<file path="config.mk">
export PLATFORM = sky130hd
export DESIGN_NAME = mem_seq_flat
export DESIGN_NICKNAME = d
export VERILOG_FILES = /design/src/rtl/mem_seq_pkg.sv /design/src/rtl/mem_seq_if.sv /design/src/rtl/mem_seq_lane.sv /design/src/rtl/mem_seq.sv /design/src/flat_wrapper.sv
export SDC_FILE = /design/constraint.sdc
export NUM_CORES = 1
export LEC_CHECK = 0
export ABC_AREA = 1
export ABC_CLOCK_PERIOD_IN_PS = 3200
export CORE_ASPECT_RATIO = 1.2
export CORE_UTILIZATION = 30
export CTS_BUF_LIST = sky130_fd_sc_hd__clkbuf_2
export DETAILED_ROUTE_END_ITERATION = 6
export GPL_ROUTABILITY_DRIVEN = 0
export PLACE_DENSITY = 0.49
export SLEW_MARGIN = 10
export SYNTH_ARGS = -nofsm -noshare
export SYNTH_HDL_FRONTEND = slang
export SYNTH_HIERARCHICAL = 1
export SYNTH_SLANG_ARGS = --single-unit
</file>
<file path="constraint.sdc">
create_clock -name CLK -period 3.2 [get_ports CLK]
set_input_delay 0.8 -clock CLK [delete_from_list [all_inputs] [get_ports CLK]]
set_output_delay 0.8 -clock CLK [all_outputs]
set_load 0.03 [all_outputs]
</file>
<file path="src/rtl/mem_seq_pkg.sv">
// mem_seq_pkg: access-size encodings, sequencer states and beat-count helper
package mem_seq_pkg;
  localparam logic [1:0] SZ_BYTE  = 2'b00;
  localparam logic [1:0] SZ_HALF  = 2'b01;
  localparam logic [1:0] SZ_WORD  = 2'b10;
  localparam logic [1:0] SZ_DWORD = 2'b11;
  typedef enum logic [1:0] {IDLE, BEAT, DONE} state_t;
  function automatic logic [3:0] sz_beats(input logic [1:0] td);
    return 4'd1 << td;
  endfunction
endpackage

</file>
<file path="src/rtl/mem_seq_if.sv">
// mem_seq_if: control-unit MOV/MOC handshake plus byte-wide RAM bus
interface mem_seq_if #(parameter int DATA_W = 32, parameter int ADDR_W = 8);
  logic MOV, RW, SGN, MOC, ERR, mem_re, mem_we, mem_ready;
  logic [1:0] typeData;
  logic [ADDR_W-1:0] addr, mem_addr;
  logic [DATA_W-1:0] wdata, rdata;
  logic [7:0] mem_wdata, mem_rdata;
  modport slave (
    input  MOV, RW, typeData, SGN, addr, wdata, mem_rdata, mem_ready,
    output rdata, MOC, ERR, mem_addr, mem_re, mem_we, mem_wdata
  );
  modport master (
    output MOV, RW, typeData, SGN, addr, wdata, mem_rdata, mem_ready,
    input  rdata, MOC, ERR, mem_addr, mem_re, mem_we, mem_wdata
  );
endinterface

</file>
<file path="src/rtl/mem_seq_lane.sv">
// mem_seq_lane: byte shift assembler/disassembler with sign/zero extension
module mem_seq_lane #(
  parameter int DATA_W     = 32,
  parameter bit BIG_ENDIAN = 1
) (
  input  logic              clk,
  input  logic              clr,
  input  logic              ld,
  input  logic              shift,
  input  logic              fin,
  input  logic              sgn,
  input  logic [3:0]        n,
  input  logic [2:0]        b,
  input  logic [DATA_W-1:0] wdata,
  input  logic [7:0]        din,
  output logic [7:0]        dout,
  output logic [DATA_W-1:0] rdata
);
  logic [DATA_W-1:0] acc, acc_nx, wbuf, just, mask, msb;
  logic [6:0] nbits;
  logic [3:0] idx;
  // pick the outgoing byte, shift in the incoming one, right-justify and build the extension mask
  always_comb begin
    nbits = {n, 3'b000};
    idx = BIG_ENDIAN ? n - 4'd1 - {1'b0, b} : {1'b0, b};
    dout = 8'(wbuf >> {idx, 3'b000});
    acc_nx = BIG_ENDIAN ? {acc[DATA_W-9:0], din} : {din, acc[DATA_W-1:8]};
    just = BIG_ENDIAN ? acc_nx : acc_nx >> (7'(DATA_W) - nbits);
    mask = ~({DATA_W{1'b1}} << nbits);
    msb = mask & ~(mask >> 1);
  end
  // acc clears per request so unused upper bytes read as zero; rdata only moves on a completed read
  always_ff @(posedge clk)
    if (!clr) begin
      acc <= '0;
      wbuf <= '0;
      rdata <= '0;
    end else begin
      if (ld) begin
        acc <= '0;
        wbuf <= wdata;
      end else if (shift) acc <= acc_nx;
      if (fin) rdata <= (just & mask) | ({DATA_W{sgn && |(just & msb)}} & ~mask);
    end
endmodule

</file>
<file path="src/rtl/mem_seq.sv">
// mem_seq: MOV/MOC memory sequencer issuing byte beats to a wait-state RAM
module mem_seq
  import mem_seq_pkg::*;
#(
  parameter int DATA_W     = 32,
  parameter int ADDR_W     = 8,
  parameter bit BIG_ENDIAN = 1
) (
  input logic     CLK,
  input logic     CLR,
  mem_seq_if.slave bus
);
  state_t state, state_nx;
  logic [2:0] b;
  logic [3:0] n, n_in;
  logic [ADDR_W-1:0] addr_r;
  logic rw_r, sgn_r, err_r, start, bad, beat, last, rd_beat;
  logic [7:0] dout;
  // request decode: beat count, size/alignment legality, beat qualifiers
  always_comb begin
    n_in = sz_beats(bus.typeData);
    bad = n_in > 4'(DATA_W / 8) || |(bus.addr[2:0] & 3'(n_in - 4'd1));
    start = state == IDLE && bus.MOV;
    beat = state == BEAT;
    last = b == 3'(n - 4'd1);
    rd_beat = beat && rw_r && bus.mem_ready;
  end
  // next state: errors skip straight to DONE, DONE waits for MOV to fall
  always_comb begin
    state_nx = state;
    unique case (state)
      IDLE:    state_nx = bus.MOV ? (bad ? DONE : BEAT) : IDLE;
      BEAT:    state_nx = bus.mem_ready && last ? DONE : BEAT;
      DONE:    state_nx = bus.MOV ? DONE : IDLE;
      default: state_nx = IDLE;
    endcase
  end
  // state register
  always_ff @(posedge CLK) state <= !CLR ? IDLE : state_nx;
  // request latch and beat counter; inputs other than MOV are only sampled on acceptance
  always_ff @(posedge CLK)
    if (!CLR) begin
      b <= '0;
      n <= '0;
      addr_r <= '0;
      rw_r <= 1'b0;
      sgn_r <= 1'b0;
      err_r <= 1'b0;
    end else if (start) begin
      b <= '0;
      n <= n_in;
      addr_r <= bus.addr;
      rw_r <= bus.RW;
      sgn_r <= bus.SGN;
      err_r <= bad;
    end else if (beat && bus.mem_ready) b <= last ? 3'd0 : b + 3'd1;
  // strobes and address exist only in BEAT so they drop on the edge entering DONE
  always_comb begin
    bus.mem_addr = beat ? addr_r + ADDR_W'(b) : '0;
    bus.mem_re = beat && rw_r;
    bus.mem_we = beat && !rw_r;
    bus.mem_wdata = bus.mem_we ? dout : 8'h00;
    bus.MOC = state == DONE;
    bus.ERR = bus.MOC && err_r;
  end
  mem_seq_lane #(.DATA_W(DATA_W), .BIG_ENDIAN(BIG_ENDIAN)) lane (
    .clk   (CLK),
    .clr   (CLR),
    .ld    (start),
    .shift (rd_beat),
    .fin   (rd_beat && last),
    .sgn   (sgn_r),
    .n     (n),
    .b     (b),
    .wdata (bus.wdata),
    .din   (bus.mem_rdata),
    .dout  (dout),
    .rdata (bus.rdata)
  );
endmodule

</file>
<file path="src/flat_wrapper.sv">
// flat-port wrapper written by rule: the top's interface ports become plain ports
module mem_seq_flat import mem_seq_pkg::*;
#(
  parameter int DATA_W     = 32,
  parameter int ADDR_W     = 8,
  parameter bit BIG_ENDIAN = 1
)
  (CLK, CLR, bus_MOV, bus_RW, bus_typeData, bus_SGN, bus_addr, bus_wdata, bus_mem_rdata, bus_mem_ready, bus_rdata, bus_MOC, bus_ERR, bus_mem_addr, bus_mem_re, bus_mem_we, bus_mem_wdata);
  mem_seq_if #(.DATA_W(DATA_W), .ADDR_W(ADDR_W)) bus_i ();
  input logic CLK;
  input logic CLR;
  input wire logic [$bits(bus_i.MOV)-1:0] bus_MOV;
  input wire logic [$bits(bus_i.RW)-1:0] bus_RW;
  input wire logic [$bits(bus_i.typeData)-1:0] bus_typeData;
  input wire logic [$bits(bus_i.SGN)-1:0] bus_SGN;
  input wire logic [$bits(bus_i.addr)-1:0] bus_addr;
  input wire logic [$bits(bus_i.wdata)-1:0] bus_wdata;
  input wire logic [$bits(bus_i.mem_rdata)-1:0] bus_mem_rdata;
  input wire logic [$bits(bus_i.mem_ready)-1:0] bus_mem_ready;
  output wire logic [$bits(bus_i.rdata)-1:0] bus_rdata;
  output wire logic [$bits(bus_i.MOC)-1:0] bus_MOC;
  output wire logic [$bits(bus_i.ERR)-1:0] bus_ERR;
  output wire logic [$bits(bus_i.mem_addr)-1:0] bus_mem_addr;
  output wire logic [$bits(bus_i.mem_re)-1:0] bus_mem_re;
  output wire logic [$bits(bus_i.mem_we)-1:0] bus_mem_we;
  output wire logic [$bits(bus_i.mem_wdata)-1:0] bus_mem_wdata;
  assign bus_i.MOV = bus_MOV;
  assign bus_i.RW = bus_RW;
  assign bus_i.typeData = bus_typeData;
  assign bus_i.SGN = bus_SGN;
  assign bus_i.addr = bus_addr;
  assign bus_i.wdata = bus_wdata;
  assign bus_i.mem_rdata = bus_mem_rdata;
  assign bus_i.mem_ready = bus_mem_ready;
  assign bus_rdata = bus_i.rdata;
  assign bus_MOC = bus_i.MOC;
  assign bus_ERR = bus_i.ERR;
  assign bus_mem_addr = bus_i.mem_addr;
  assign bus_mem_re = bus_i.mem_re;
  assign bus_mem_we = bus_i.mem_we;
  assign bus_mem_wdata = bus_i.mem_wdata;
  mem_seq #(.DATA_W(DATA_W), .ADDR_W(ADDR_W), .BIG_ENDIAN(BIG_ENDIAN)) u_core (.CLK(CLK), .CLR(CLR), .bus(bus_i));
endmodule
</file>
==> results.cfg <==
[timing]
worst_slack_ns = -0.0931
whs_ns = 0.477
post-route-period-util_pct = 103
fin_setup_tns_ns = -0.514
period_minus_slack_ns = 3.29
rsz0062_at_grt = yes
fin_skew_ns = 0.0335
hold_viol = 0
tightest_slew_ns = 0.743
relSlewSlack_pct = 50.4
setup_violations = 8
slew_viol_final = 0
max_clock_freq_mhz = 304

[floorplanning]
die_h_um = 140
rows = 49
dieArea_um2 = 16300
core-area_um2 = 15200
boundaryPins = 108
die_w_um = 117
initial_core_util_pct = 31.1

[finish]
fin_area_um2 = 6200
fin_util_pct = 40.8
syn_to_final_growth_pct = 31.0
nets = 826
antennaDiodeCount = 0
drive_above_1_share_pct = 10.8

[worst_setup_path]
end_kind = output port
max_stage_delay_ns = 0.46
critPathLaunchType = register
path_class = register to output port
crit_chain = inv_4 > ha_4 > fa_2 > buf_6 > nor2_1 > o21ai_1 > a21oi_1 > inv_1 > nor2_1 > buf_4
cp_max_fo = 8
crit_path_top_delay_cell = fa_2
path_buf_inv = 4
cpLargestDelayFamily = adder cells
arrival_ns = 2.49
cpMostUsedCell = nor2_1
worstPathRequired_ns = 2.40

[power]
power.total_mw = 2.61
power.leakage_nw = 2.45
powerDensity_nw_per_um2 = 421
ir_worst_vdd_uv = 147

[synth]
synth_nets = 728
syn_area_um2 = 4740
synth_cell_types = 26
synth_area_leaders = dfxtp_1, a21oi_1, nor2_1, o21ai_0, nand2_1
muxShareOfSynthArea_pct = 0
yosysTopAreaCell = dfxtp_1
ys_ff_latch = 108
synth.avg_cell_area_um2 = 7.15
synth_compound_area_share_pct = 21.6
synthAdderAreaFrac_pct = 2.96
synthXorXnorAreaFrac_pct = 0.740
yosys_warnings = 6
synth_cells = 662
synth-simple-area-share_pct = 22.0
yosysSeqAreaShare_pct = 45.7
yosysTopAreaCellShare_pct = 45.7
synth_top_family_by_area = simple AND/OR/NAND/NOR gates

[global_route]
grt_pass1_vias = 4336
grt_max_degree = 49
antenna_found_initial = 0
overflow = 0
grt_use_total_pct = 16.3
grt_pass1_wl_um = 21000

[clock_network]
clk_latency_ns = 0.60
cts.path.max_buffers = 2
cts_tree = built
cts_root_buf = clkbuf_2
clock_sinks = 108
postCtsHoldBufs = 0
path_clk_slew_ns = 0.31
htreeDepth = 3
cts_buffers = 9

[placement]
placed_cell_area_um2 = 5960
io_buffers = 107
hpwlAfterDp_um = 9330

[routing]
drt-total-wl_um = 13100
drtIter0Drc = 239
drc = 0
wl_per_cell_um = 13.5
vias = 4546
first_pass_iters = 4
via_per_inst = 4.69
ant_nets = 0

[flow_run]
cap_violations = 0

[run_status]
status = finished with violations
violations = negative setup slack

[worst_hold_path]
hold_class = register to register
## power breakdown
| group | switching (mW) | total [mW] | internal (mW) | leakage (nW) |
|---|---|---|---|---|
| combinational | 0.254 | 0.431 | 0.177 | 1.48 |
| sequential | 0.0426 | 1.45 | 1.41 | 0.885 |
| clock | 0.466 | 0.731 | 0.265 | 0.0839 |
## cells in the final DEF, fill, tap and decap left out
cell,instances
inv_1,42
xor2_1,3
dlygate4sd2_1,2
nand2_2,5
nor2_1,128
fa_2,2
xnor2_1,1
nand2_1,92
ha_4,1
buf_2,2
inv_2,4
clkbuf_4,1
o21ai_0,82
a21oi_2,2
nor2_2,5
dfxtp_1,102
buf_4,21
dfxtp_4,4
nand3_1,8
ha_1,7
and3_2,1
clkdlybuf4s15_2,1
nand3_2,5
buf_6,1
nand4_1,4
bufinv_16,2
clkbuf_2,11
nor2_4,5
nor3_1,2
inv_8,1
clkinv_1,2
o21ai_2,3
inv_4,2
clkdlybuf4s50_1,90
o21ai_1,15
clkdlybuf4s15_1,1
inv_6,2
dfxtp_2,2
a21oi_1,101
## through the flow
step                cells  worst slack, ns
floorplan             662            0.105
global placement      949            0.340
detailed placement    949            0.303
CTS                   967           -0.235
global route          969           -0.278
finish                969          -0.0931
## what timing repair did
action | CTS | global route
resized for setup | 43 | 29
setup buffers | 2 | 2
endpoints found under the setup margin | 16 | 15
pin swaps | 20 | 15
## cell type report
class / instances / area [um^2]
Multi-Input combinational cell: 472 / 2300
Clock inverter: 7 / 96.3
Inverter: 48 / 185
Tap cell: 204 / 255
Fill cell: 1631 / 9000
Clock buffer: 9 / 45.0
Timing Repair Buffer: 121 / 1140
Sequential cell: 108 / 2180
## cell usage after synthesis
cell type / instances
fa_1: 2
buf_1: 4
nor3_1: 2
xor2_1: 3
o21ai_2: 1
buf_6: 3
nand3_1: 9
inv_2: 4
inv_1: 44
o21ai_1: 1
a21oi_1: 102
and3_2: 1
nor2_1: 134
a21oi_2: 1
xnor2_1: 1
clkbuf_1: 23
nand4_1: 4
nor2_2: 2
nor2_4: 2
nand2_1: 93
o21ai_0: 98
ha_1: 8
nand3_2: 4
nand2_2: 4
buf_2: 4
dfxtp_1: 108
## cell families (layout without fill, tap and decap cells)
| logic type | Yosys count | after routing |
|---|---|---|
| AOI/OAI and AO/OA | 203 | 203 |
| xor gates and xnor gates | 4 | 4 |
| adders and majority gates | 10 | 10 |
| buffers and inverters | 82 | 185 |
| DFF | 108 | 108 |
| and+or+nand+nor | 255 | 255 |
## tightest hold or removal path, delay by kind of cell, from the launching register on
kind            cells  cell delay (ns)
simple gates        1             0.07
flops               1             0.39
compound gates      1             0.06
## worst paths after layout
check,startpoint,to,slack [ns],depth (start not counted)
max,u_core/b[0],bus_mem_wdata[4],-0.09,10
min,u_core/lane/acc[1],u_core/lane/acc[9],0.48,2
max reg2reg,u_core/n[0],u_core/lane/rdata[23],0.83,12
min reg2reg,u_core/lane/acc[1],u_core/lane/acc[9],0.48,2
## registers in the layout, summed over array words and instances, names as in the netlist
register / flops
u_core/state: 2
u_core/addr_r: 8
u_core/rw_r: 1
u_core/lane/rdata: 32
u_core/sgn_r: 1
u_core/lane/wbuf: 32
u_core/err_r: 1
u_core/b: 3
u_core/lane/acc: 24
u_core/n: 4
## per-layer routing
layer,part of all wire [%],global-route usage [%],vias up
met1,45,20.6,2081
met2,50,27.9,102
li1,-,-,2355
met5,0,0,-
met3,3.7,2.22,8
met4,0.89,6.00,0
Note: power is estimated with default switching activity, not from simulation.
